--- src/rtl/mc_pkg.sv ---
// mc_pkg: shared constants and types for the multicycle MIPS main control.
//   - 4-bit state encodings for the control FSM
//   - opcode values recognised in DECODE
//   - aluop, alusrcb and pcsrc select codes driven to the datapath
//   - ctrl_t: the packed control word produced by the output decoder
package mc_pkg;

    // FSM state encodings
    localparam logic [3:0] S_FETCH   = 4'd0;
    localparam logic [3:0] S_DECODE  = 4'd1;
    localparam logic [3:0] S_MEMADR  = 4'd2;
    localparam logic [3:0] S_MEMRD   = 4'd3;
    localparam logic [3:0] S_MEMWB   = 4'd4;
    localparam logic [3:0] S_MEMWR   = 4'd5;
    localparam logic [3:0] S_EXECUTE = 4'd6;
    localparam logic [3:0] S_ALUWB   = 4'd7;
    localparam logic [3:0] S_BRANCH  = 4'd8;
    localparam logic [3:0] S_ADDIEX  = 4'd9;
    localparam logic [3:0] S_ADDIWB  = 4'd10;
    localparam logic [3:0] S_JUMP    = 4'd11;
    localparam logic [3:0] S_TRAP    = 4'd12;

    // Opcodes (instr[31:26])
    localparam logic [5:0] OP_RTYPE = 6'b000000;
    localparam logic [5:0] OP_LW    = 6'b100011;
    localparam logic [5:0] OP_SW    = 6'b101011;
    localparam logic [5:0] OP_BEQ   = 6'b000100;
    localparam logic [5:0] OP_ADDI  = 6'b001000;
    localparam logic [5:0] OP_J     = 6'b000010;

    // ALU operation requests to the ALU control decoder
    localparam logic [1:0] ALUOP_ADD   = 2'b00;
    localparam logic [1:0] ALUOP_FUNCT = 2'b01;
    localparam logic [1:0] ALUOP_SUB   = 2'b10;

    // ALU B operand selects
    localparam logic [1:0] SRCB_REG    = 2'b00;
    localparam logic [1:0] SRCB_FOUR   = 2'b01;
    localparam logic [1:0] SRCB_IMM    = 2'b10;
    localparam logic [1:0] SRCB_IMMSH2 = 2'b11;

    // Next-PC selects
    localparam logic [1:0] PCSRC_ALU    = 2'b00;
    localparam logic [1:0] PCSRC_ALUOUT = 2'b01;
    localparam logic [1:0] PCSRC_JUMP   = 2'b10;

    // Complete control word for one cycle
    typedef struct packed {
        logic       mem_req;
        logic       iord;
        logic       memwrite;
        logic       irwrite;
        logic       pcwrite;
        logic       branch;
        logic [1:0] pcsrc;
        logic       alusrca;
        logic [1:0] alusrcb;
        logic [1:0] aluop;
        logic       regdst;
        logic       memtoreg;
        logic       regwrite;
        logic       instr_done;
        logic       illegal;
    } ctrl_t;

    localparam ctrl_t CTRL_IDLE = '0;

endpackage

--- src/rtl/mc_ctrl_if.sv ---
// mc_ctrl_if: bundle between the main control FSM and the datapath/memory.
//   opcode, mem_ready         : datapath/memory -> control
//   mem_req .. illegal        : control -> datapath/memory
// Modports: master = control FSM side, slave = datapath side.
interface mc_ctrl_if;
    logic [5:0] opcode;
    logic       mem_ready;
    logic       mem_req;
    logic       iord;
    logic       memwrite;
    logic       irwrite;
    logic       pcwrite;
    logic       branch;
    logic [1:0] pcsrc;
    logic       alusrca;
    logic [1:0] alusrcb;
    logic [1:0] aluop;
    logic       regdst;
    logic       memtoreg;
    logic       regwrite;
    logic       instr_done;
    logic       illegal;

    modport master (
        input  opcode, mem_ready,
        output mem_req, iord, memwrite, irwrite, pcwrite, branch, pcsrc,
               alusrca, alusrcb, aluop, regdst, memtoreg, regwrite,
               instr_done, illegal
    );

    modport slave (
        output opcode, mem_ready,
        input  mem_req, iord, memwrite, irwrite, pcwrite, branch, pcsrc,
               alusrca, alusrcb, aluop, regdst, memtoreg, regwrite,
               instr_done, illegal
    );
endinterface

--- src/rtl/mc_ctrl_outdec.sv ---
// mc_ctrl_outdec: pure state -> control-word decoder (Moore part only).
//   state : current FSM state (mc_pkg S_* encoding)
//   ctrl  : control word for that state; unlisted fields are 0.
// Handshake qualification with mem_ready is applied by the caller, so this
// decoder can be reused unchanged by a pipelined variant.
module mc_ctrl_outdec
    import mc_pkg::*;
(
    input  logic [3:0] state,
    output ctrl_t      ctrl
);

    // Map each state to its control word
    always_comb begin
        ctrl = CTRL_IDLE;
        case (state)
            S_FETCH: begin
                ctrl.mem_req = 1'b1;
                ctrl.alusrcb = SRCB_FOUR;
                ctrl.irwrite = 1'b1;
                ctrl.pcwrite = 1'b1;
            end
            S_DECODE: begin
                ctrl.alusrcb = SRCB_IMMSH2;
            end
            S_MEMADR, S_ADDIEX: begin
                ctrl.alusrca = 1'b1;
                ctrl.alusrcb = SRCB_IMM;
            end
            S_MEMRD: begin
                ctrl.mem_req = 1'b1;
                ctrl.iord    = 1'b1;
            end
            S_MEMWB: begin
                ctrl.memtoreg   = 1'b1;
                ctrl.regwrite   = 1'b1;
                ctrl.instr_done = 1'b1;
            end
            S_MEMWR: begin
                ctrl.mem_req    = 1'b1;
                ctrl.iord       = 1'b1;
                ctrl.memwrite   = 1'b1;
                ctrl.instr_done = 1'b1;
            end
            S_EXECUTE: begin
                ctrl.alusrca = 1'b1;
                ctrl.aluop   = ALUOP_FUNCT;
            end
            S_ALUWB: begin
                ctrl.regdst     = 1'b1;
                ctrl.regwrite   = 1'b1;
                ctrl.instr_done = 1'b1;
            end
            S_BRANCH: begin
                ctrl.alusrca    = 1'b1;
                ctrl.aluop      = ALUOP_SUB;
                ctrl.branch     = 1'b1;
                ctrl.pcsrc      = PCSRC_ALUOUT;
                ctrl.instr_done = 1'b1;
            end
            S_ADDIWB: begin
                ctrl.regwrite   = 1'b1;
                ctrl.instr_done = 1'b1;
            end
            S_JUMP: begin
                ctrl.pcsrc      = PCSRC_JUMP;
                ctrl.pcwrite    = 1'b1;
                ctrl.instr_done = 1'b1;
            end
            S_TRAP: begin
                ctrl.illegal    = 1'b1;
                ctrl.instr_done = 1'b1;
            end
            default: ctrl = CTRL_IDLE;
        endcase
    end

endmodule

--- src/rtl/mc_ctrl.sv ---
// mc_ctrl: multicycle main control FSM for the MIPS core.
//   clk  : rising-edge clock
//   rst  : synchronous active-high reset; forces all outputs to 0 while high
//   bus  : mc_ctrl_if master (opcode/mem_ready in, datapath controls out)
// Outputs are decoded from the state register; FETCH irwrite/pcwrite and the
// MEMWR completion pulse are additionally qualified by mem_ready.
module mc_ctrl
    import mc_pkg::*;
(
    input  logic        clk,
    input  logic        rst,
    mc_ctrl_if.master   bus
);

    logic [3:0] state_r;
    logic [3:0] state_nxt_s;
    logic [5:0] opcode_r;
    ctrl_t      raw_s;
    ctrl_t      ctrl_s;

    mc_ctrl_outdec u_outdec (
        .state (state_r),
        .ctrl  (raw_s)
    );

    // Next-state selection
    always_comb begin
        state_nxt_s = S_FETCH;
        case (state_r)
            S_FETCH:   state_nxt_s = bus.mem_ready ? S_DECODE : S_FETCH;
            S_DECODE: begin
                case (bus.opcode)
                    OP_LW, OP_SW: state_nxt_s = S_MEMADR;
                    OP_RTYPE:     state_nxt_s = S_EXECUTE;
                    OP_BEQ:       state_nxt_s = S_BRANCH;
                    OP_ADDI:      state_nxt_s = S_ADDIEX;
                    OP_J:         state_nxt_s = S_JUMP;
                    default:      state_nxt_s = S_TRAP;
                endcase
            end
            // The IR may have moved on; decide from the opcode seen in DECODE
            S_MEMADR:  state_nxt_s = (opcode_r == OP_LW) ? S_MEMRD : S_MEMWR;
            S_MEMRD:   state_nxt_s = bus.mem_ready ? S_MEMWB : S_MEMRD;
            S_MEMWR:   state_nxt_s = bus.mem_ready ? S_FETCH : S_MEMWR;
            S_EXECUTE: state_nxt_s = S_ALUWB;
            S_ADDIEX:  state_nxt_s = S_ADDIWB;
            default:   state_nxt_s = S_FETCH;
        endcase
    end

    // State register and DECODE-time opcode latch
    always_ff @(posedge clk) begin
        if (rst) begin
            state_r  <= S_FETCH;
            opcode_r <= 6'b000000;
        end else begin
            state_r <= state_nxt_s;
            if (state_r == S_DECODE) begin
                opcode_r <= bus.opcode;
            end else begin
                opcode_r <= opcode_r;
            end
        end
    end

    // Qualify handshake-dependent strobes and blank everything during reset
    always_comb begin
        ctrl_s = raw_s;
        if (state_r == S_FETCH) begin
            ctrl_s.irwrite = raw_s.irwrite & bus.mem_ready;
            ctrl_s.pcwrite = raw_s.pcwrite & bus.mem_ready;
        end else begin
            ctrl_s.irwrite = raw_s.irwrite;
            ctrl_s.pcwrite = raw_s.pcwrite;
        end
        if (state_r == S_MEMWR) begin
            ctrl_s.instr_done = raw_s.instr_done & bus.mem_ready;
        end else begin
            ctrl_s.instr_done = raw_s.instr_done;
        end
        // Combinational so a pending store's memwrite drops in the reset cycle
        if (rst) begin
            ctrl_s = CTRL_IDLE;
        end else begin
            ctrl_s = ctrl_s;
        end
    end

    assign bus.mem_req    = ctrl_s.mem_req;
    assign bus.iord       = ctrl_s.iord;
    assign bus.memwrite   = ctrl_s.memwrite;
    assign bus.irwrite    = ctrl_s.irwrite;
    assign bus.pcwrite    = ctrl_s.pcwrite;
    assign bus.branch     = ctrl_s.branch;
    assign bus.pcsrc      = ctrl_s.pcsrc;
    assign bus.alusrca    = ctrl_s.alusrca;
    assign bus.alusrcb    = ctrl_s.alusrcb;
    assign bus.aluop      = ctrl_s.aluop;
    assign bus.regdst     = ctrl_s.regdst;
    assign bus.memtoreg   = ctrl_s.memtoreg;
    assign bus.regwrite   = ctrl_s.regwrite;
    assign bus.instr_done = ctrl_s.instr_done;
    assign bus.illegal    = ctrl_s.illegal;

endmodule
--- src/flat_wrapper.sv ---
// flat-port wrapper written by rule: the top's interface ports become plain ports
module mc_ctrl_flat import mc_pkg::*;
  (clk, rst, bus_opcode, bus_mem_ready, bus_mem_req, bus_iord, bus_memwrite, bus_irwrite, bus_pcwrite, bus_branch, bus_pcsrc, bus_alusrca, bus_alusrcb, bus_aluop, bus_regdst, bus_memtoreg, bus_regwrite, bus_instr_done, bus_illegal);
  mc_ctrl_if bus_i ();
  input  logic clk;
  input  logic rst;
  input wire logic [$bits(bus_i.opcode)-1:0] bus_opcode;
  input wire logic [$bits(bus_i.mem_ready)-1:0] bus_mem_ready;
  output wire logic [$bits(bus_i.mem_req)-1:0] bus_mem_req;
  output wire logic [$bits(bus_i.iord)-1:0] bus_iord;
  output wire logic [$bits(bus_i.memwrite)-1:0] bus_memwrite;
  output wire logic [$bits(bus_i.irwrite)-1:0] bus_irwrite;
  output wire logic [$bits(bus_i.pcwrite)-1:0] bus_pcwrite;
  output wire logic [$bits(bus_i.branch)-1:0] bus_branch;
  output wire logic [$bits(bus_i.pcsrc)-1:0] bus_pcsrc;
  output wire logic [$bits(bus_i.alusrca)-1:0] bus_alusrca;
  output wire logic [$bits(bus_i.alusrcb)-1:0] bus_alusrcb;
  output wire logic [$bits(bus_i.aluop)-1:0] bus_aluop;
  output wire logic [$bits(bus_i.regdst)-1:0] bus_regdst;
  output wire logic [$bits(bus_i.memtoreg)-1:0] bus_memtoreg;
  output wire logic [$bits(bus_i.regwrite)-1:0] bus_regwrite;
  output wire logic [$bits(bus_i.instr_done)-1:0] bus_instr_done;
  output wire logic [$bits(bus_i.illegal)-1:0] bus_illegal;
  assign bus_i.opcode = bus_opcode;
  assign bus_i.mem_ready = bus_mem_ready;
  assign bus_mem_req = bus_i.mem_req;
  assign bus_iord = bus_i.iord;
  assign bus_memwrite = bus_i.memwrite;
  assign bus_irwrite = bus_i.irwrite;
  assign bus_pcwrite = bus_i.pcwrite;
  assign bus_branch = bus_i.branch;
  assign bus_pcsrc = bus_i.pcsrc;
  assign bus_alusrca = bus_i.alusrca;
  assign bus_alusrcb = bus_i.alusrcb;
  assign bus_aluop = bus_i.aluop;
  assign bus_regdst = bus_i.regdst;
  assign bus_memtoreg = bus_i.memtoreg;
  assign bus_regwrite = bus_i.regwrite;
  assign bus_instr_done = bus_i.instr_done;
  assign bus_illegal = bus_i.illegal;
  mc_ctrl u_core (.clk(clk), .rst(rst), .bus(bus_i));
endmodule
--- config.mk ---
export PLATFORM = sky130hd
export DESIGN_NAME = mc_ctrl_flat
export DESIGN_NICKNAME = d
export VERILOG_FILES = /design/src/rtl/mc_pkg.sv /design/src/rtl/mc_ctrl_if.sv /design/src/rtl/mc_ctrl_outdec.sv /design/src/rtl/mc_ctrl.sv /design/src/flat_wrapper.sv
export SDC_FILE = /design/constraint.sdc
export NUM_CORES = 1
export LEC_CHECK = 0
export ABC_AREA = 1
export BUFFER_PORTS_ARGS = -buffer_cell sky130_fd_sc_hd__buf_2
export CAP_MARGIN = 40
export CORE_MARGIN = 2
export CORE_UTILIZATION = 39
export DETAILED_ROUTE_END_ITERATION = 10
export PLACE_DENSITY = 0.68
export SLEW_MARGIN = 30
export SYNTH_ARGS = -nofsm -noshare
export SYNTH_HDL_FRONTEND = slang
export SYNTH_SLANG_ARGS = --single-unit
--- constraint.sdc ---
create_clock -name clk -period 1.1 [get_ports clk]
set_clock_uncertainty 0.1 [all_clocks]
set_input_delay 0.22 -clock clk [delete_from_list [all_inputs] [get_ports clk]]
set_output_delay 0.22 -clock clk [all_outputs]
set_load 0.02 [all_outputs]
* Word level (Yosys, flattened, before mapping)
Index checks and enable logic that the tools add are counted.
Storage, ports and cells: bits in registers 10, logic and storage cells 57
Operators by class: reduce and logical (&&, ||, !) cells 10, equality and inequality tests 18, mux-type cells 24, bitwise gates (word level) 3
Operators by type and width (number):
- $pmux 4 s7 | 1
- $eq 4x4->1 const B | 5
- $pmux 4 s5 | 1
- $eq 6x6->1 const B | 3
- $mux 18 | 1
- $eq 4x3->1 const B | 4
- $mux 1 | 14
- $mux 3 | 3
- $eq 4x2->1 const B | 2
- $pmux 2 s2 | 2
- $reduce_or 2->1 | 4
- $reduce_or 7->1 | 1
- $eq 6x2->1 const B | 1
- $eq 6x3->1 const B | 1
- $eq 6x4->1 const B | 1
- $logic_not 6->1 | 1
- $pmux 2 s3 | 1
- $reduce_or 3->1 | 2
- $eq 4x1->1 const B | 1
- $logic_not 4->1 | 1
- $reduce_or 4->1 | 1
- $and 1x1->1 | 3
- $mux 2 | 1

* Logic depth before layout (Yosys ltp)
depth in word-level cells 6, depth in mapped cells 7, mapped depth without buffers 7

* Cells and area by module
Synthesis repeated with hierarchy kept, for this count alone.
Unflattened totals: cell total of the unflattened synthesis 170, area total of the unflattened synthesis 904.6 sq um
Modules (own cells, without submodules):
- mc_ctrl | cells each 127, area an instance 720.7 sq um, seq. area each 200.2 sq um, instances 1
- mc_ctrl_outdec | cells each 43, area an instance 183.9 sq um, seq. area each 0.0 sq um, instances 1

* Least setup slack after synthesis
No wires, ideal clock.
path type flip-flop to output port, start register u_core.state_r[1], end output port bus_alusrcb[1], path buffers 0, path slack -0.421 ns, cell stages (with the launch flop) 5, required time 0.780 ns, arrival time 1.201 ns, cells stage by stage dfxtp_1 -> inv_1 -> nor2_1 -> nand2_1 -> a211oi_1
Between the ends: cells in the longest elaborated chain, start to end 4
Ends and longest elaborated chain:
- from (decl) | RTL line mc_ctrl.sv:15 | logic [3:0] state_r;
- from (signal assigned) | RTL line mc_ctrl.sv:57 | state_r <= state_nxt_s;
- $eq 4x2->1 or $eq 4x4->1 (tied branches) | RTL line mc_ctrl_outdec.sv:16 | case (state)
- $reduce_or 2->1 | RTL line mc_ctrl_outdec.sv:16
- $pmux 2 s3 * | RTL line mc_ctrl_outdec.sv:16
- $mux 18 * | RTL line mc_ctrl.sv:82 | if (rst) begin
- to (decl) | RTL line flat_wrapper.sv:17 | output wire logic [$bits(bus_i.alusrcb)-1:0] bus_alusrcb;
Mark *: on every way between the ends. The rest lies on a longest branch, timed or not.

* Worst setup path after layout
start register u_core.state_r[0], end output port bus_regwrite
Between the ends: cells in the longest elaborated chain, start to end 4
Ends and longest elaborated chain:
- $eq 4x3->1 or $eq 4x4->1 (tied branches) | RTL line mc_ctrl_outdec.sv:16
- $reduce_or 3->1 (no source line) *
- $mux 1 * | RTL line mc_ctrl_outdec.sv:16
- $mux 18 * | RTL line mc_ctrl.sv:82
- to (decl) | RTL line flat_wrapper.sv:21 | output wire logic [$bits(bus_i.regwrite)-1:0] bus_regwrite;
Marked as above.

==> impl_metrics.json <==
{
  "io_buffers": 26,
  "clock_path_buffers": 2,
  "crit_chain": "nand2_1, inv_2, nand2_2, a31oi_4, buf_6",
  "synth_fp_nets": 137,
  "core_area_sq_um": 1750,
  "grt_overflow": 0,
  "start_util": 0.419,
  "clkSinkCount": 10,
  "finalSetupViolCount": 28,
  "ys.warnings.count": 0,
  "numCtsBuffers": 3,
  "period_minus_slack_ns": 1.73,
  "syn_area_sq_um": 731,
  "grt_max_degree": 13,
  "area_growth_pct": 119,
  "vias": 1165,
  "detail_route.wl_per_cell_microns": 19.4,
  "status": "finished, violations left",
  "worst_slew_pin_slew_ns": 0.266,
  "pin_count": 27,
  "synth_top_flop_cell": "dfxtp_1",
  "h-tree-depth": 1,
  "p_per_area_nw_per_um2": 891,
  "synth_edf_count": 0,
  "antenna_left": 0,
  "cts_hold_buffers": 0,
  "dr.pass1.iters": 4,
  "synth_cell_type_count": 20,
  "min_path_type": "primary input to register",
  "routabilityCongestion": 0.873,
  "slowest_stage": "dfxtp_4",
  "fillers": 71,
  "grt_usage": 0.287,
  "final_cells": 209,
  "finalMaxSlewViolations": 0,
  "max_freq_ghz": 0.577,
  "die_area_sq_um": 2240,
  "relSlewSlack": 0.823,
  "num_antenna_cells": 0,
  "grt_pass1_wl_microns": 4310,
  "cp-end-kind": "output pin",
  "rows": 15,
  "setup-tns-final_ns": -12.97,
  "violations": "negative setup slack",
  "async_flop_share": 0,
  "yosysMostFrequentCell": "nor2_1",
  "clkTransAtPathRegs_ns": 0.07,
  "start_kind": "register",
  "total_power_mw": 1.43,
  "setup_ws_ns": -0.633,
  "cts.root.buffer_cell": "clkbuf_4",
  "yosys-top-cells-count": "28 x nor2_1, 26 x nand2_1, 17 x inv_1",
  "ir_worst_vdd_mv": 0.820,
  "leakagePower_nw": 0.715,
  "dpl.hpwl_microns": 1830,
  "path_class": "register to output pin",
  "drtIter0Drc": 43,
  "grt_setup_unrepaired": "true",
  "clk-insertion-delay-late_ns": 0.28,
  "drive_above_1_share": 0.679,
  "cp.arrival_ns": 1.41,
  "whs_ns": 0.119,
  "totalWireLength_microns": 4060,
  "critical_path.max_fanout": 5,
  "dpl_worst_slack_ns": -0.301,
  "fp.dieW_microns": 47.3,
  "fin_nets": 194,
  "grt_pass1_vias": 993,
  "cts_tree": "yes",
  "synth.largest_area_cell": "dfxtp_1",
  "netlist_instances": 128,
  "crit_required_ns": 0.78,
  "fin_crit_sh": 1.58,
  "yosys_register_bits": 10,
  "critical-path-max-stage-delay_ns": 0.41,
  "hold_viol": 0,
  "dp_cells": 197,
  "synth_top_area_share": 0.274,
  "synth_area_leaders": "dfxtp_1 27%, nor2_1 14%, nand2_1 13%",
  "antenna_found_initial": 0,
  "drc": 0,
  "vias_per_cell": 5.57,
  "postSynthAreaPerCell_sq_um": 5.71,
  "drv_cap": 0,
  "synth_seq_area_share": 0.274,
  "die_h_microns": 47.3
}
[path summary, 6_finish.rpt]
| check | from | endpoint | slack, ns | cells past startpoint |
|---|---|---|---|---|
| setup / recovery | u_core.state_r[0] | bus_regwrite | -0.63 | 5 |
| setup reg to reg | u_core.state_r[3] | u_core.state_r[0] | -0.42 | 8 |
| hold / removal | bus_opcode[4] | u_core.opcode_r[4] | 0.12 | 3 |
| hold reg to reg | u_core.opcode_r[5] | u_core.opcode_r[5] | 0.46 | 2 |
[worst max-delay path: cells and delay by family (launching register included)]
family                 cells  cell delay (ns)
AND/OR/NAND/NOR            2             0.24
buffers and inverters      2             0.26
flip-flops                 1             0.41
AO/OA/AOI/OAI              1             0.22
[area by class of cell]
cell class | count | area (sq um) | area share
tap | 25 | 31.3 | 0.0195
timing repair buffer | 55 | 460 | 0.288
clock buffer | 4 | 36.3 | 0.0227
inverter | 19 | 96.3 | 0.0602
sequential | 10 | 213 | 0.133
multi-input combinational | 96 | 763 | 0.477
[registers in the layout, summed over array words and instances (netlist names)]
signal           count
u_core.state_r       4
u_core.opcode_r      6
[routing by layer]
metal	vias up	wire length, microns	global-route usage
li1	520	-	-
met1	527	1460	0.274
met2	91	2070	0.576
met3	27	297	0.0308
met4	0	234	0.161
met5	-	0	0
[stage by stage]
step / utilization / area (sq um)
floorplan: - / 923
global placement: 0.705 / 1230
detailed placement: 0.705 / 1230
CTS: 0.832 / 1450
global route: 0.917 / 1600
finish: 0.917 / 1600
[power by group]
| group | internal [mW] | switching (mW) |
|---|---|---|
| combinational | 0.268 | 0.376 |
| clock | 0.202 | 0.147 |
| sequential | 0.393 | 0.0388 |
| total | 0.863 | 0.562 |
[timing repair]
action,CTS,global route
buffers inserted,2,5
endpoints found under the setup margin,28,28
cloned,1,0
pin swaps,15,19
resized for setup,56,32
[placed cells by master, fill, tap and decap left out]
master	n
nand4_1	2
nor3_2	1
nor2_2	4
a21oi_4	2
nand3_4	1
o21ai_1	2
a21oi_2	8
inv_2	6
buf_2	10
nor3_4	1
inv_8	1
inv_1	8
o21ai_0	4
buf_12	1
a31oi_4	2
clkinv_4	1
inv_6	2
nand3_1	5
dfxtp_2	1
inv_4	1
dfxtp_1	6
buf_4	28
clkbuf_8	1
buf_6	16
nand2_1	14
clkbuf_4	3
nor4_4	1
nor2_4	13
a21oi_1	3
nand3_2	3
a211oi_4	1
nor2_1	15
nand2_2	7
dfxtp_4	3
nand2_8	2
nand2_4	5
[logic make-up after synthesis]
kind of cell / synth area share
DFF: 0.274
AOI/OAI and AO/OA: 0.158
and+or+nand+nor: 0.435
buffers and inverters: 0.134
Power figures use the tool's default switching activity.
